--- config.mk ---
export PLATFORM = sky130hd
export DESIGN_NAME = ps2_rx
export DESIGN_NICKNAME = d
export VERILOG_FILES = /design/src/rtl/ps2_pkg.sv /design/src/rtl/ps2_sync_edge.sv /design/src/rtl/ps2_rx.sv
export SDC_FILE = /design/constraint.sdc
export NUM_CORES = 1
export LEC_CHECK = 0
export ABC_AREA = 1
export CELL_PAD_IN_SITES_DETAIL_PLACEMENT = 0
export CELL_PAD_IN_SITES_GLOBAL_PLACEMENT = 2
export CORE_MARGIN = 3
export CORE_UTILIZATION = 38
export DETAILED_ROUTE_END_ITERATION = 12
export GPL_ROUTABILITY_DRIVEN = 0
export MAX_ROUTING_LAYER = met4
export PLACE_DENSITY = 0.92
export SLEW_MARGIN = 10
export SYNTH_ARGS = -nofsm -noshare
export SYNTH_HDL_FRONTEND = slang
export SYNTH_SLANG_ARGS = --single-unit
--- constraint.sdc ---
create_clock -name clk -period 2.1 [get_ports clk]
set_input_delay 0.42 -clock clk [delete_from_list [all_inputs] [get_ports clk]]
set_output_delay 0.42 -clock clk [all_outputs]
set_load 0.05 [all_outputs]
--- src/rtl/ps2_pkg.sv ---
// Shared types and constants for the PS/2 receive path.
// Optional build macro: PS2_RX_PARITY_CHK_EN (see ps2_rx.sv).
package ps2_pkg;

  // Deframing states: wait for start, shift data, take parity, check stop
  typedef enum logic [1:0] {
    IDLE   = 2'd0,
    DATA   = 2'd1,
    PARITY = 2'd2,
    STOP   = 2'd3
  } ps2_rx_state_t;

  localparam int   PS2_DATA_BITS = 8;
  localparam logic PS2_START_BIT = 1'b0;
  localparam logic PS2_STOP_BIT  = 1'b1;

  // Odd parity: data bits plus parity bit must contain an odd number of ones
  function automatic logic ps2_odd_parity_ok(input logic [PS2_DATA_BITS-1:0] data,
                                             input logic                     par);
    return ^{data, par};
  endfunction

endpackage : ps2_pkg

--- src/rtl/ps2_sync_edge.sv ---
// Input conditioning for the PS/2 pins: two-flop synchronizers on kbd_clk and
// ps2_data, plus a registered falling-edge detector on the synced clock.
// The data copy is delayed one extra flop so it lines up with the registered
// fall pulse. All flops idle high like the bus, except the pulse itself.
module ps2_sync_edge (
  input  logic clk,
  input  logic rst_n,
  input  logic kbd_clk,
  input  logic ps2_data,
  output logic data_s,
  output logic fall
);

  logic clk_meta_q;
  logic clk_sync_q;
  logic clk_prev_q;
  logic data_meta_q;
  logic data_sync_q;
  logic data_q;
  logic fall_q;

  // Two-flop synchronizers for both pins, reset to the idle-high bus level
  always_ff @(posedge clk or negedge rst_n) begin
    if (!rst_n) begin
      clk_meta_q  <= 1'b1;
      clk_sync_q  <= 1'b1;
      data_meta_q <= 1'b1;
      data_sync_q <= 1'b1;
    end else begin
      clk_meta_q  <= kbd_clk;
      clk_sync_q  <= clk_meta_q;
      data_meta_q <= ps2_data;
      data_sync_q <= data_meta_q;
    end
  end

  // Previous synced clock and registered one-cycle fall pulse with aligned data
  always_ff @(posedge clk or negedge rst_n) begin
    if (!rst_n) begin
      clk_prev_q <= 1'b1;
      data_q     <= 1'b1;
      fall_q     <= 1'b0;
    end else begin
      clk_prev_q <= clk_sync_q;
      data_q     <= data_sync_q;
      fall_q     <= clk_prev_q & ~clk_sync_q;
    end
  end

  assign data_s = data_q;
  assign fall   = fall_q;

endmodule : ps2_sync_edge

--- src/rtl/ps2_rx.sv ---
// PS/2 keyboard receiver feeding the LC3 keyboard registers.
// rdy -> KBSR[15], scan_code -> KBDR[7:0], rd_ack = KBDR read strobe.
// Build option: define PS2_RX_PARITY_CHK_EN to reject frames with bad odd
// parity; otherwise the parity bit is consumed but ignored.
module ps2_rx
  import ps2_pkg::*;
#(
  parameter int TIMEOUT_CYCLES = 20000
) (
  input  logic       clk,
  input  logic       rst_n,
  input  logic       kbd_clk,
  input  logic       ps2_data,
  input  logic       rd_ack,
  output logic [7:0] scan_code,
  output logic       rdy,
  output logic       overrun,
  output logic       frame_err
);

  localparam int            TW      = (TIMEOUT_CYCLES > 1) ? $clog2(TIMEOUT_CYCLES) : 1;
  localparam logic [TW-1:0] TO_LAST = TW'(TIMEOUT_CYCLES - 1);

  logic          data_s;
  logic          fall;

  ps2_rx_state_t state_q, state_d;
  logic [2:0]    bit_cnt_q, bit_cnt_d;
  logic [7:0]    shift_q, shift_d;
  logic [TW-1:0] to_cnt_q, to_cnt_d;
  logic [7:0]    scan_code_q, scan_code_d;
  logic          rdy_q, rdy_d;
  logic          overrun_q, overrun_d;
  logic          frame_err_q, frame_err_d;

  logic          timeout_s;
  logic          stop_evt_s;
  logic          frame_good_s;

`ifdef PS2_RX_PARITY_CHK_EN
  logic          par_q, par_d;
`endif

  ps2_sync_edge u_sync (
    .clk      (clk),
    .rst_n    (rst_n),
    .kbd_clk  (kbd_clk),
    .ps2_data (ps2_data),
    .data_s   (data_s),
    .fall     (fall)
  );

  // A frame is abandoned when the keyboard stops clocking mid-frame
  assign timeout_s  = (state_q != IDLE) && !fall && (to_cnt_q == TO_LAST);
  // The stop bit arrives: the frame is complete and gets judged this cycle
  assign stop_evt_s = fall && (state_q == STOP);

`ifdef PS2_RX_PARITY_CHK_EN
  assign frame_good_s = (data_s == PS2_STOP_BIT) && ps2_odd_parity_ok(shift_q, par_q);
`else
  assign frame_good_s = (data_s == PS2_STOP_BIT);
`endif

  // FSM state register
  always_ff @(posedge clk or negedge rst_n) begin
    if (!rst_n) begin
      state_q <= IDLE;
    end else begin
      state_q <= state_d;
    end
  end

  // FSM next state: every bit advances on a fall; timeout forces IDLE
  always_comb begin
    state_d = state_q;
    if (timeout_s) begin
      state_d = IDLE;
    end else if (fall) begin
      case (state_q)
        IDLE: begin
          if (data_s == PS2_START_BIT) begin
            state_d = DATA;
          end else begin
            state_d = IDLE;
          end
        end
        DATA: begin
          if (bit_cnt_q == 3'd7) begin
            state_d = PARITY;
          end else begin
            state_d = DATA;
          end
        end
        PARITY:  state_d = STOP;
        STOP:    state_d = IDLE;
        default: state_d = IDLE;
      endcase
    end else begin
      state_d = state_q;
    end
  end

  // FSM outputs: shifting, timeout counting, delivery and handshake
  always_comb begin
    bit_cnt_d   = bit_cnt_q;
    shift_d     = shift_q;
    scan_code_d = scan_code_q;
    rdy_d       = rdy_q;
    overrun_d   = overrun_q;
    frame_err_d = 1'b0;
`ifdef PS2_RX_PARITY_CHK_EN
    par_d       = par_q;
`endif

    // Idle time only matters while a frame is in flight
    if ((state_q == IDLE) || fall || timeout_s) begin
      to_cnt_d = {TW{1'b0}};
    end else begin
      to_cnt_d = to_cnt_q + TW'(1);
    end

    // Bit capture; a timeout throws the partial byte away
    if (timeout_s) begin
      shift_d   = 8'h00;
      bit_cnt_d = 3'd0;
    end else if (fall) begin
      case (state_q)
        IDLE: begin
          bit_cnt_d = 3'd0;
        end
        DATA: begin
          shift_d   = {data_s, shift_q[7:1]};
          bit_cnt_d = bit_cnt_q + 3'd1;
        end
        PARITY: begin
`ifdef PS2_RX_PARITY_CHK_EN
          par_d = data_s;
`else
          bit_cnt_d = bit_cnt_q;
`endif
        end
        STOP: begin
          bit_cnt_d = bit_cnt_q;
        end
        default: begin
          bit_cnt_d = 3'd0;
        end
      endcase
    end else begin
      bit_cnt_d = bit_cnt_q;
    end

    // A read acknowledges the buffered code and any pending overrun
    if (rd_ack && rdy_q) begin
      rdy_d     = 1'b0;
      overrun_d = 1'b0;
    end else begin
      rdy_d     = rdy_q;
      overrun_d = overrun_q;
    end

    // Delivery: load only into an empty (or simultaneously read) buffer
    if (stop_evt_s && frame_good_s) begin
      if (!rdy_q || rd_ack) begin
        scan_code_d = shift_q;
        rdy_d       = 1'b1;
      end else begin
        overrun_d   = 1'b1;
      end
    end else begin
      scan_code_d = scan_code_q;
    end

    // Bad frames and timeouts produce a single-cycle error pulse
    if ((stop_evt_s && !frame_good_s) || timeout_s) begin
      frame_err_d = 1'b1;
    end else begin
      frame_err_d = 1'b0;
    end
  end

  // Datapath and output registers
  always_ff @(posedge clk or negedge rst_n) begin
    if (!rst_n) begin
      bit_cnt_q   <= 3'd0;
      shift_q     <= 8'h00;
      to_cnt_q    <= {TW{1'b0}};
      scan_code_q <= 8'h00;
      rdy_q       <= 1'b0;
      overrun_q   <= 1'b0;
      frame_err_q <= 1'b0;
    end else begin
      bit_cnt_q   <= bit_cnt_d;
      shift_q     <= shift_d;
      to_cnt_q    <= to_cnt_d;
      scan_code_q <= scan_code_d;
      rdy_q       <= rdy_d;
      overrun_q   <= overrun_d;
      frame_err_q <= frame_err_d;
    end
  end

`ifdef PS2_RX_PARITY_CHK_EN
  // Latched parity bit, only kept when parity checking is built in
  always_ff @(posedge clk or negedge rst_n) begin
    if (!rst_n) begin
      par_q <= 1'b0;
    end else begin
      par_q <= par_d;
    end
  end
`endif

  assign scan_code = scan_code_q;
  assign rdy       = rdy_q;
  assign overrun   = overrun_q;
  assign frame_err = frame_err_q;

endmodule : ps2_rx

==> results of run 1 <==
## power by group through the flow
stage | Sequential (W) | Combinational, W | Clock (W)
after floorplan | 0.00103 | 0.000164 | 0
after global placement | 0.00103 | 0.000226 | 0
after detailed placement | 0.00103 | 0.000229 | 0
after CTS | 0.00102 | 0.000230 | 0.000699
after global routing | 0.00103 | 0.000269 | 0.000743
final | 0.00101 | 0.000224 | 0.000675
## metal layers
layer | vias up | share of wire | global-route usage
li1 | 806 | - | -
met5 | - | 0 | -
met4 | 0 | 0.016 | 0.05574
met3 | 5 | 0.031 | 0.02741
met2 | 19 | 0.41 | 0.1808
met1 | 704 | 0.54 | 0.2149
## layout by cell type (no fill, tap or decap)
master	Yosys	layout
sky130_fd_sc_hd__nand2_2	2	2
sky130_fd_sc_hd__buf_2	0	1
sky130_fd_sc_hd__dfstp_2	6	6
sky130_fd_sc_hd__nor2_4	2	2
sky130_fd_sc_hd__buf_12	0	1
sky130_fd_sc_hd__nand2_1	67	67
sky130_fd_sc_hd__clkbuf_8	0	6
sky130_fd_sc_hd__nand3_2	3	3
sky130_fd_sc_hd__inv_1	33	33
sky130_fd_sc_hd__nand3_1	6	6
sky130_fd_sc_hd__o21ai_2	9	9
sky130_fd_sc_hd__xor2_1	4	4
sky130_fd_sc_hd__dfrtp_1	40	40
sky130_fd_sc_hd__nor2_1	31	31
sky130_fd_sc_hd__a21oi_1	5	5
sky130_fd_sc_hd__o21bai_1	3	3
sky130_fd_sc_hd__xnor2_1	1	1
sky130_fd_sc_hd__bufinv_16	0	1
sky130_fd_sc_hd__nor3_1	3	3
sky130_fd_sc_hd__or2_2	1	1
sky130_fd_sc_hd__clkdlybuf4s50_1	0	14
sky130_fd_sc_hd__ha_1	3	3
sky130_fd_sc_hd__nand4_1	6	6
sky130_fd_sc_hd__o31ai_1	1	1
sky130_fd_sc_hd__nor2_2	3	3
sky130_fd_sc_hd__o21ai_0	14	14
## stage by stage
stage | instances | hold slack (ps) | utilization
after floorplan | 248 | 124.4 | -
after global placement | 329 | 345.6 | 0.4453
after detailed placement | 329 | 347.3 | 0.4453
after CTS | 336 | 46.88 | 0.4665
after global routing | 336 | 66.46 | 0.4665
final | 336 | 38.20 | 0.4665
## sequential cells by signal, indices dropped and copies added, names as in the netlist, 2 cells and up
name / flops
scan_code: 8
state_q: 2
shift_q: 8
to_cnt_q: 15
bit_cnt_q: 3
## area by class of cell
| cell class | instances | area share |
|---|---|---|
| Sequential cell | 46 | 0.4684 |
| Multi-Input combinational cell | 164 | 0.3338 |
| Timing Repair Buffer | 16 | 0.06677 |
| Inverter | 33 | 0.05008 |
| Tap cell | 70 | 0.03541 |
| Clock buffer | 6 | 0.03338 |
| Clock inverter | 1 | 0.01214 |
## worst reg2reg max path: cells and delay by family (launching register included)
kind                     cells  cell delay, ps
AND/OR/NAND/NOR              5             840
flip-flops                   1             390
adder cells (fa/ha/maj)      1             300
## kinds of logic (layout without fill, tap and decap cells)
family                     Yosys count  in the layout  synth area share
and+or+nand+nor                    124            124            0.2501
adders and majority gates            3              3           0.01737
DFF                                 46             46            0.5362
buffers and inverters               38             56           0.08164
xor gates and xnor gates             5              5           0.02027
AOI/OAI and AO/OA                   32             32           0.09439
## final timing paths
kind                       cells past startpoint                 to
max                                            1                rdy
min                                            1       to_cnt_q[14]
max reg2reg                                    6         state_q[1]
min reg2reg                                    0  u_sync.clk_sync_q
max in group asynchronous                      2  u_sync.clk_meta_q
min in group clk                               0  u_sync.clk_sync_q
==> out/results.txt, run 1 <==
Walking the worst path, the cells encountered are clkdlybuf4s50_1. The tools report the largest net degree at the start of global routing as 32. The number of hold violations in the final report was 0.

In this run the worst path has a maximum fanout of 4. The run finished with clean final reports. Setup total negative slack on the finished layout was measured at 0 ps. The core area is 0.005303 mm2. After the first detailed-routing iteration, the DRC count stood at 108. Using the TritonRoute via totals, the vias-per-cell ratio works out to 4.565. Mean post-synth cell area: 8.713 um2. The number of detailed-routing iterations run before antenna repair is 4. At the worst endpoint, the required time is 1680 ps. Setup repair after global routing left no endpoint under its margin. The initial antenna violation count was 0; the share of async-settable or async-resettable flops after synthesis was 1.000. Critical path buffer and inverter count: 1. The number of global-route vias before repair was 1,422. The biggest area contributor in the post-synthesis netlist is sky130_fd_sc_hd__dfrtp_1.

The sequential-to-total area share from yosys stat came out at 0.5362. In the post-synthesis netlist, the cell with the most instances is sky130_fd_sc_hd__nand2_1. The share of final-layout standard cells stronger than drive strength 1 came out at 0.1316.

The setup path with the least slack is of type reg2out. The number of maximum-capacitance violations was 0; the final clock skew was 11.63 ps. For the clock network latency to the later pin of the worst-skew pair, the log shows 290 ps. STA puts the critical path data arrival time at 1480 ps.

The analysis attributes to cell leakage a power of 1.151 nW. For the final routed DRC violation total, the log shows 0. The logs give 0.353 for the clock network fraction of design power and 0 for the hold buffer count at cts.

Commonest register cell after synthesis: sky130_fd_sc_hd__dfrtp_1. Once routing completed, OpenROAD measured the worst setup slack at 197.0 ps. The tools report the share of power burned in registers as 0.530. The initialized floorplan defines 26 standard-cell rows. The multi-input combinational cells in the finished layout cover a total of 825.8 um2. After synthesis the netlist holds a flip-flop and latch count of 46. The tools report the count of final setup violators as 0. The share of the clock period used by the worst path was 0.9062; the port buffer count was 15. Summing all placed instances gives a cell area of 0.002361 mm2. The internal portion of the total power is 0.001423 W. Sorting the synthesized cells by area gives the leading types as sky130_fd_sc_hd__dfrtp_1 (46%), sky130_fd_sc_hd__nand2_1 (12%), sky130_fd_sc_hd__dfstp_2 (7.3%). Summing internal, switching and leakage power gives 0.001913 W. Synthesis warning total: 0. The die area was 0.006628 mm2. The power density over cell area was 773.5 mW/mm2; the area added between synthesis and finish was 14.48%. The type of the worst min-delay path was in2async. After clock tree synthesis, the clock-pin slew on the worst setup and hold paths is 90 ps. The run gives 46 as the total number of clock tree sinks. The routed layout has 1,534 vias.

The sum of routed wire length over all layers was 3924 um; the total clock buffers created by CTS was 5. The sequential standard cell area is 0.001159 mm2, and the measured slew at the worst slew-check pin is 503.3 ps. Detailed placement finished with a half-perimeter wire length of 2755 um. The average detailed-routed wire length per instance was 11.68 um; the top cell type's share of synthesized area was 0.4632. In this run the remaining antenna-violating nets after routing total 0.

At the end of the flow, the number of nets in the layout was 274. The worst register-to-register path has a setup slack of 490 ps. The run gives 2 as the buffer levels on the longest clock path. The run gives 0.6634 as the remaining max-slew budget at the tightest pin.

In this run the critical register-to-register path is launched from to_cnt_q[0]. The logs give 0 for the count of pins over their slew limit and 0 for the count of inserted antenna diode cells. Prior to clock tree synthesis, the placed netlist has a worst setup slack of 481.7 ps.

The wire length of the first global-routing pass was 6913 um. The cell count after synthesis came out at 248. The number of nets in the synthesized netlist is 256.

The fmax was 525.5 MHz. The logs give 0.4075 for the initial cell density of the core and 0.117 for the combinational share of power. Tracing the worst setup path back leads to its startpoint at rdy. The run gives 16 as the count of pins on the block boundary.

The number of enable-type register cells in the synthesized netlist was 0; the switching power was 0.0004908 W. For the highest ir drop seen on vdd, the log shows 0.3636 mV. The slowest stage of the critical path belongs to the cell sky130_fd_sc_hd__clkdlybuf4s50_1. The root buffer selected by CTS is sky130_fd_sc_hd__clkbuf_8. The switching share of power is 0.2565, and the global route total overflow is 0.

The number of H-tree levels is 2. The run gives 0.1409 as the global routing usage summed across all routing layers. The kind of launch point of the worst setup path is a flop. In this run the cell area of the synthesized design comes to 0.002161 mm2.

Fill cells in the final layout number 520. Once layout is done, the placed cells without fillers occupy 0.002474 mm2. Post-CTS setup buffer count: 0. In this design, the stage delay of the slowest critical-path cell is 810 ps. The number of cells upsized or downsized after cts is 0. After synthesis, the most frequently instantiated cells are sky130_fd_sc_hd__nand2_1 (67), sky130_fd_sc_hd__dfrtp_1 (40), sky130_fd_sc_hd__inv_1 (33).

The netlist uses 23 different library cells. The routed design could run at a clock period as short as 1903 ps. Kind of capture point of the worst setup path: a primary output. Grouping stages by cell kind, the critical path spends the most delay in buffers and inverters. The width of the chip is 81.41 um, and the vertical extent of the die is 81.41 um.

TritonCTS built the clock tree.
Power figures use the tool's default switching activity.
==> run 2, diff against run 1 <==
- CTS_CLUSTER_DIAMETER: unset -> 50
- REMOVE_ABC_BUFFERS: unset -> 1
- clock period: 2.1 -> 2.4 ns (I/O delays scaled with it)
==> out/results.txt, run 2 (synthesis gave the netlist of run 1 again) <==
The first global-routing pass estimated 7224 um of wire. After filler insertion, the fill cell instance count of the layout stands at 539. In the routed design, unresolved DRC markers number 0. After layout, the design draws a total of 0.001563 W. In this run the clock root is driven by a sky130_fd_sc_hd__clkbuf_8. The run gives 2 as the number of H-tree levels. The flow ran to the end, and the final reports show no timing, DRC or antenna violations. The leakage power summed over all cells was 1.129 nW; the number of hold violations in the final report was 0. The initial antenna violation count is 0. The sum of routed wire length over all layers was 3852 um; the number of maximum-capacitance violations was 0. The library cells used most frequently in the layout, excluding fill and tap cells, are sky130_fd_sc_hd__nand2_1 (67), sky130_fd_sc_hd__dfrtp_1 (40), sky130_fd_sc_hd__inv_1 (33).

The core region is 0.005303 mm2. Setup repair after global routing left no endpoint under its margin. For the worst setup path, the data required time is 1920 ps.

The utilization of the core after routing is 0.4604, and the share of final-layout standard cells stronger than drive strength 1 is 0.1348. The run gives 0 as the post-CTS setup buffer count. The initial cell density of the core is 0.4075, and the vertical extent of the die is 81.41 um. The kind of cell adding the most delay to the critical path was buffers and inverters. The library cell used most frequently in the layout, excluding fill and tap cells, is sky130_fd_sc_hd__nand2_1.

The die covers 0.006628 mm2. The number of global-route vias before repair is 1,598, and the number of cells upsized or downsized after cts is 0. The port buffer count is 15, and the count of pins over their slew limit is 0. In this run the deepest clock path goes through 2 buffers. Entering global routing, the biggest net connects 47 pins. The measured slew at the worst slew-check pin is 569.8 ps.

STA classifies the critical path endpoint as a primary output. Kind of critical path: reg2out. The total number of clock tree sinks was 46.

The remaining max-slew budget at the tightest pin is 0.6201. For the final instance count without filler cells, the log shows 337. The number of antenna diodes in the final layout is 0. The first TritonRoute pass finished after 4 iterations. Compared with the post-synthesis result, the final layout area differs by 12.97%.

At the later pin of the worst-skew pair, clock insertion delay measures 300 ps. After detailed placement, the design holds a cell count of 329. Across the VDD grid, the largest voltage drop is 0.5450 mV. The run gives 1,600 as the vias after detailed routing. The logs give 0 for the remaining number of nets flagged by the antenna check after routing and 0 for the global route total overflow.

Static timing analysis puts the maximum clock frequency at 505.4 MHz. The total clock buffers created by CTS is 5, and the hold buffer count at cts is 0. The critical path's slowest cell is sky130_fd_sc_hd__clkdlybuf4s50_1. The average detailed-routed wire length per instance came out at 11.43 um. The register ranked first by flip-flop count was to_cnt_q. For this run, the post-layout net count is 274. The count of pins on the block boundary is 16, and the routed via count divided by cell count is 4.748. The clock-pin slew on the worst setup and hold paths came out at 90 ps. The critical-path maximum fanout is 4, and the share of the clock period used by the worst path is 0.8244. The detailed-placement wirelength estimate is 2744 um, and the total number of placement rows is 26.

The final clock skew is 8.734 ps, and the flip-flop count of the largest register after layout is 15. On the worst path, the slowest cell contributes a delay of 810 ps. The critical path buffer and inverter count was 1; the DRC marker count from the first detailed-route iteration was 87.

The run gives 1500 ps as the endpoint arrival time on the critical path. Global routing usage summed across all routing layers: 0.1452. The clock period minus worst slack works out to 1979 ps. TritonCTS built the clock tree. Power spread over the standard cell area amounts to 640.3 mW/mm2. Width of the chip: 81.41 um. The setup TNS after final layout was 0 ps. Kind of launch point of the worst setup path: a flop.

Type of the worst min-delay path: in2async. Traced cell by cell, the critical path runs through clkdlybuf4s50_1. Count of final setup violators: 0.
## run 2: area by class of cell
cell class              count  area (um2)  area share
well taps                  70       87.58     0.03588
repair buffers             16       152.6     0.06253
flip-flops and latches     46        1159      0.4746
clock buffers               5       68.82     0.02819
inverters                  33       123.9     0.05074
multi-input cells         164       825.8      0.3383
clock inverters             3       23.77    0.009739
## run 2: worst register-to-register path: cells and delay by family, from the launching register on
family / cells / cell delay, ps
flops: 1 / 390
simple gates: 5 / 830
fa+ha+maj: 1 / 290
## run 2: worst paths after layout
path / start / to / slack (ps) / cells past startpoint
max: rdy / rdy / 420 / 1
min: rst_n / to_cnt_q[1] / 260 / 2
max reg2reg: to_cnt_q[0] / state_q[0] / 790 / 6
min reg2reg: u_sync.clk_meta_q / u_sync.clk_sync_q / 360 / 0
max in group asynchronous: rst_n / bit_cnt_q[1] / 1760 / 2
min in group clk: u_sync.clk_meta_q / u_sync.clk_sync_q / 360 / 0
## run 2: through the flow
stage / hold WS, ps / area [um2] / setup WS (ps)
6_report: 258.0 / 2441 / 421.4
4_1_cts: 272.7 / 2441 / 398.9
3_3_place_gp: 346.9 / 2349 / 751.2
5_1_grt: 287.7 / 2441 / 364.5
3_5_place_dp: 346.8 / 2349 / 728.1
2_1_floorplan: 184.4 / 2108 / 1028
## run 2: power by group
part	internal [W]	leakage [nW]	switching, W	total (W)
logic	0.0000623	0.480	0.000130	0.000193
clock network	0.000208	0.0408	0.000274	0.000482
registers	0.000847	0.609	0.0000419	0.000888
## run 2: metal layers
| layer | wire [um] | up-vias | track usage |
|---|---|---|---|
| met5 | 0 | - | - |
| met4 | 82 | 0 | 0.05574 |
| met3 | 126 | 6 | 0.03618 |
| met2 | 1684 | 23 | 0.2093 |
| met1 | 1959 | 757 | 0.1972 |
| li1 | - | 814 | - |
==> run 3, diff against run 2 <==
- CORE_UTILIZATION: 38 -> 35
- PLACE_DENSITY: 0.92 -> 0.86
- clock period: 2.4 -> 1.84 ns (I/O delays scaled with it)
==> out/results.txt, run 3 (synthesis gave the netlist of run 1 again) <==
The count of pins over their slew limit came out at 0. On the critical path the largest part of the delay comes from simple AND/OR/NAND/NOR gates. The highest ir drop seen on vdd was 0.3541 mV. Dividing the detail-routed via count by the number of cells gives 4.568. The setup slack of the critical path after layout is 341.4 ps, and the switching power is 0.0005643 W.

The type of the worst min-delay path is in2async. The biggest cell delay along the critical path was 390 ps; the count of pins on the block boundary was 16. The detailed router finished its first iteration with 141 violations. The share of power burned in registers is 0.574, and the global routing met1 resource utilization is 0.1677. met2 is the most crowded layer. For this design the ratio of total power to cell area is 832.2 mW/mm2. The number of detailed-routing iterations run before antenna repair was 4. For the total number of clock tree sinks, the log shows 46. Setup violations remaining at the end of the flow were counted as 0. The logs give 27 for the total number of placement rows and 3961 um for the sum of routed wire length over all layers. The tools report the number of global-route vias before repair as 1,510. For the endpoint arrival time on the critical path, the log shows 1690 ps. The average detailed-routed wire length per instance was 11.65 um. Met2 track demand over resource: 0.1779. Utilization of the core after routing: 0.4231.

Setup repair after global routing left no endpoint under its margin. The worst setup path is captured at a flop. The tools report the worst hold slack as 40.81 ps.

The number of setup buffers added after CTS is 0. Buffers placed on the I/O ports in this run total 15. The slowest stage of the critical path is the sky130_fd_sc_hd__dfrtp_1 cell.

The count of filler cells inserted in the layout came out at 594. The remaining max-slew budget at the tightest pin is 0.7469. The number of maximum-capacitance violations is 0, and the worst slack after detailed placement is 316.8 ps.

The kind of critical path is reg2reg. No sink is reached through more buffers than the 2 on the longest clock path. The number of hold violations in the final report was 0. Most common library cell in the layout ignoring fill and taps: sky130_fd_sc_hd__nand2_1.

The number of gates resized after CTS was 0. The most numerous cell type found on the critical path is sky130_fd_sc_hd__nand3_2. Across all layers, the routed design uses 1,553 vias. The switching share of power was 0.2791. For the initial cell density of the core, the log shows 0.3763.

Traced cell by cell, the critical path runs through ha_1, nand3_2, nor2_4, nand3_2, nand3_1, nand2_1. Count of cells along the worst register-to-register path: 6. Ranked by flip-flop count, first place goes to to_cnt_q. The critical path buffer and inverter count came out at 0. The run gives 0 as the initial antenna violation count. The global route total overflow is 0, and the combinational share of power is 0.126. The tools report the endpoint of the most critical register-to-register path as state_q[0]. After routing, the total negative slack on setup checks comes to 0 ps. Overall power consumption after layout is estimated at 0.002022 W.

Hold repair after CTS inserted 0 buffers. Share of the clock period used by the worst path: 0.8145. The beginning of the worst register-to-register path is to_cnt_q[0]. In this run the horizontal extent of the chip is 84.58 um. The clock network fraction of design power is 0.300, and the final clock skew is 7.785 ps. TritonCTS created 5 clock buffers.

Share of final-layout standard cells stronger than drive strength 1: 0.1754. The tools report the core area as 0.005743 mm2. After detailed routing, the number of remaining DRC violations is 0. The number of antenna diodes in the final layout is 0. The H-tree was split into 2 levels. The net count reported at finish came out at 275. The fmax is 667.3 MHz. The minimum setup slack among reg-to-reg paths came out at 340 ps.

The tools report the root buffer selected by CTS as sky130_fd_sc_hd__clkbuf_8. The die is 84.58 um tall. After clock tree synthesis, the clock-pin slew on the worst setup and hold paths is 90 ps. The tools report the internal power as 0.001458 W. The run finished with clean final reports. The largest net degree at the start of global routing was 47. The detail route stage leaves a number of antenna-violating nets equal to 0.

Detailed placement ended at an HPWL of 2768 um. The flip-flop count of the largest register after layout works out to 15. The worst setup path is launched from a flop. For the pin with the worst max-slew slack, the measured transition is 378.7 ps. The library cells used most frequently in the layout, excluding fill and tap cells, are sky130_fd_sc_hd__nand2_1 (67), sky130_fd_sc_hd__dfrtp_1 (40), sky130_fd_sc_hd__inv_1 (33).

For the finished layout, the period the worst path requires is 1499 ps. The critical path required time is 2030 ps. The area added between synthesis and finish works out to 12.45%. Along the worst path, the maximum fanout reaches 14. The tools report the met3 track demand over resource as 0.03238. The clock network latency to the later pin of the worst-skew pair is 300 ps, and the die area is 0.007153 mm2. The logs give 0.1239 for the global routing usage summed across all routing layers and 7024 um for the wire length of the first global-routing pass. TritonCTS built the clock tree. In this run the static leakage power is 1.166 nW.
## run 3: final cells by class
type,instances,area [um2],share of cell area
Multi-Input combinational cell,164,825.8,0.3399
Sequential cell,46,1159,0.4768
Clock inverter,2,13.76,0.005664
Inverter,33,123.9,0.05098
Timing Repair Buffer,17,145.1,0.05973
Clock buffer,6,72.57,0.02987
Tap cell,72,90.09,0.03708
## run 3: per-layer routing
| metal | vias up | wire (um) |
|---|---|---|
| met5 | - | 0 |
| met3 | 2 | 135 |
| li1 | 815 | - |
| met1 | 712 | 2066 |
| met2 | 24 | 1718 |
| met4 | 0 | 41 |
## run 3: stage by stage
| stage | area, um2 | std cells |
|---|---|---|
| after CTS | 2430 | 340 |
| after global placement | 2344 | 332 |
| after global routing | 2430 | 340 |
| after floorplan | 2108 | 243 |
| after detailed placement | 2344 | 332 |
| final | 2430 | 340 |
## run 3: worst max path at each step
stage | startpoint | end | cells after the start
2_1_floorplan | to_cnt_q[0] | state_q[0] | 6
3_3_place_gp | rd_ack | scan_code[3] | 6
3_5_place_dp | rd_ack | scan_code[2] | 6
4_1_cts | to_cnt_q[0] | state_q[1] | 6
5_1_grt | to_cnt_q[0] | shift_q[4] | 6
6_report | to_cnt_q[0] | state_q[0] | 6
## run 3: power by group through the flow
stage / Clock, W / Sequential, W / Combinational [W]
after floorplan: 0 / 0.00117 / 0.000176
after global placement: 0 / 0.00118 / 0.000259
after detailed placement: 0 / 0.00118 / 0.000263
after CTS: 0.000633 / 0.00116 / 0.000263
after global routing: 0.000676 / 0.00118 / 0.000303
final: 0.000607 / 0.00116 / 0.000255
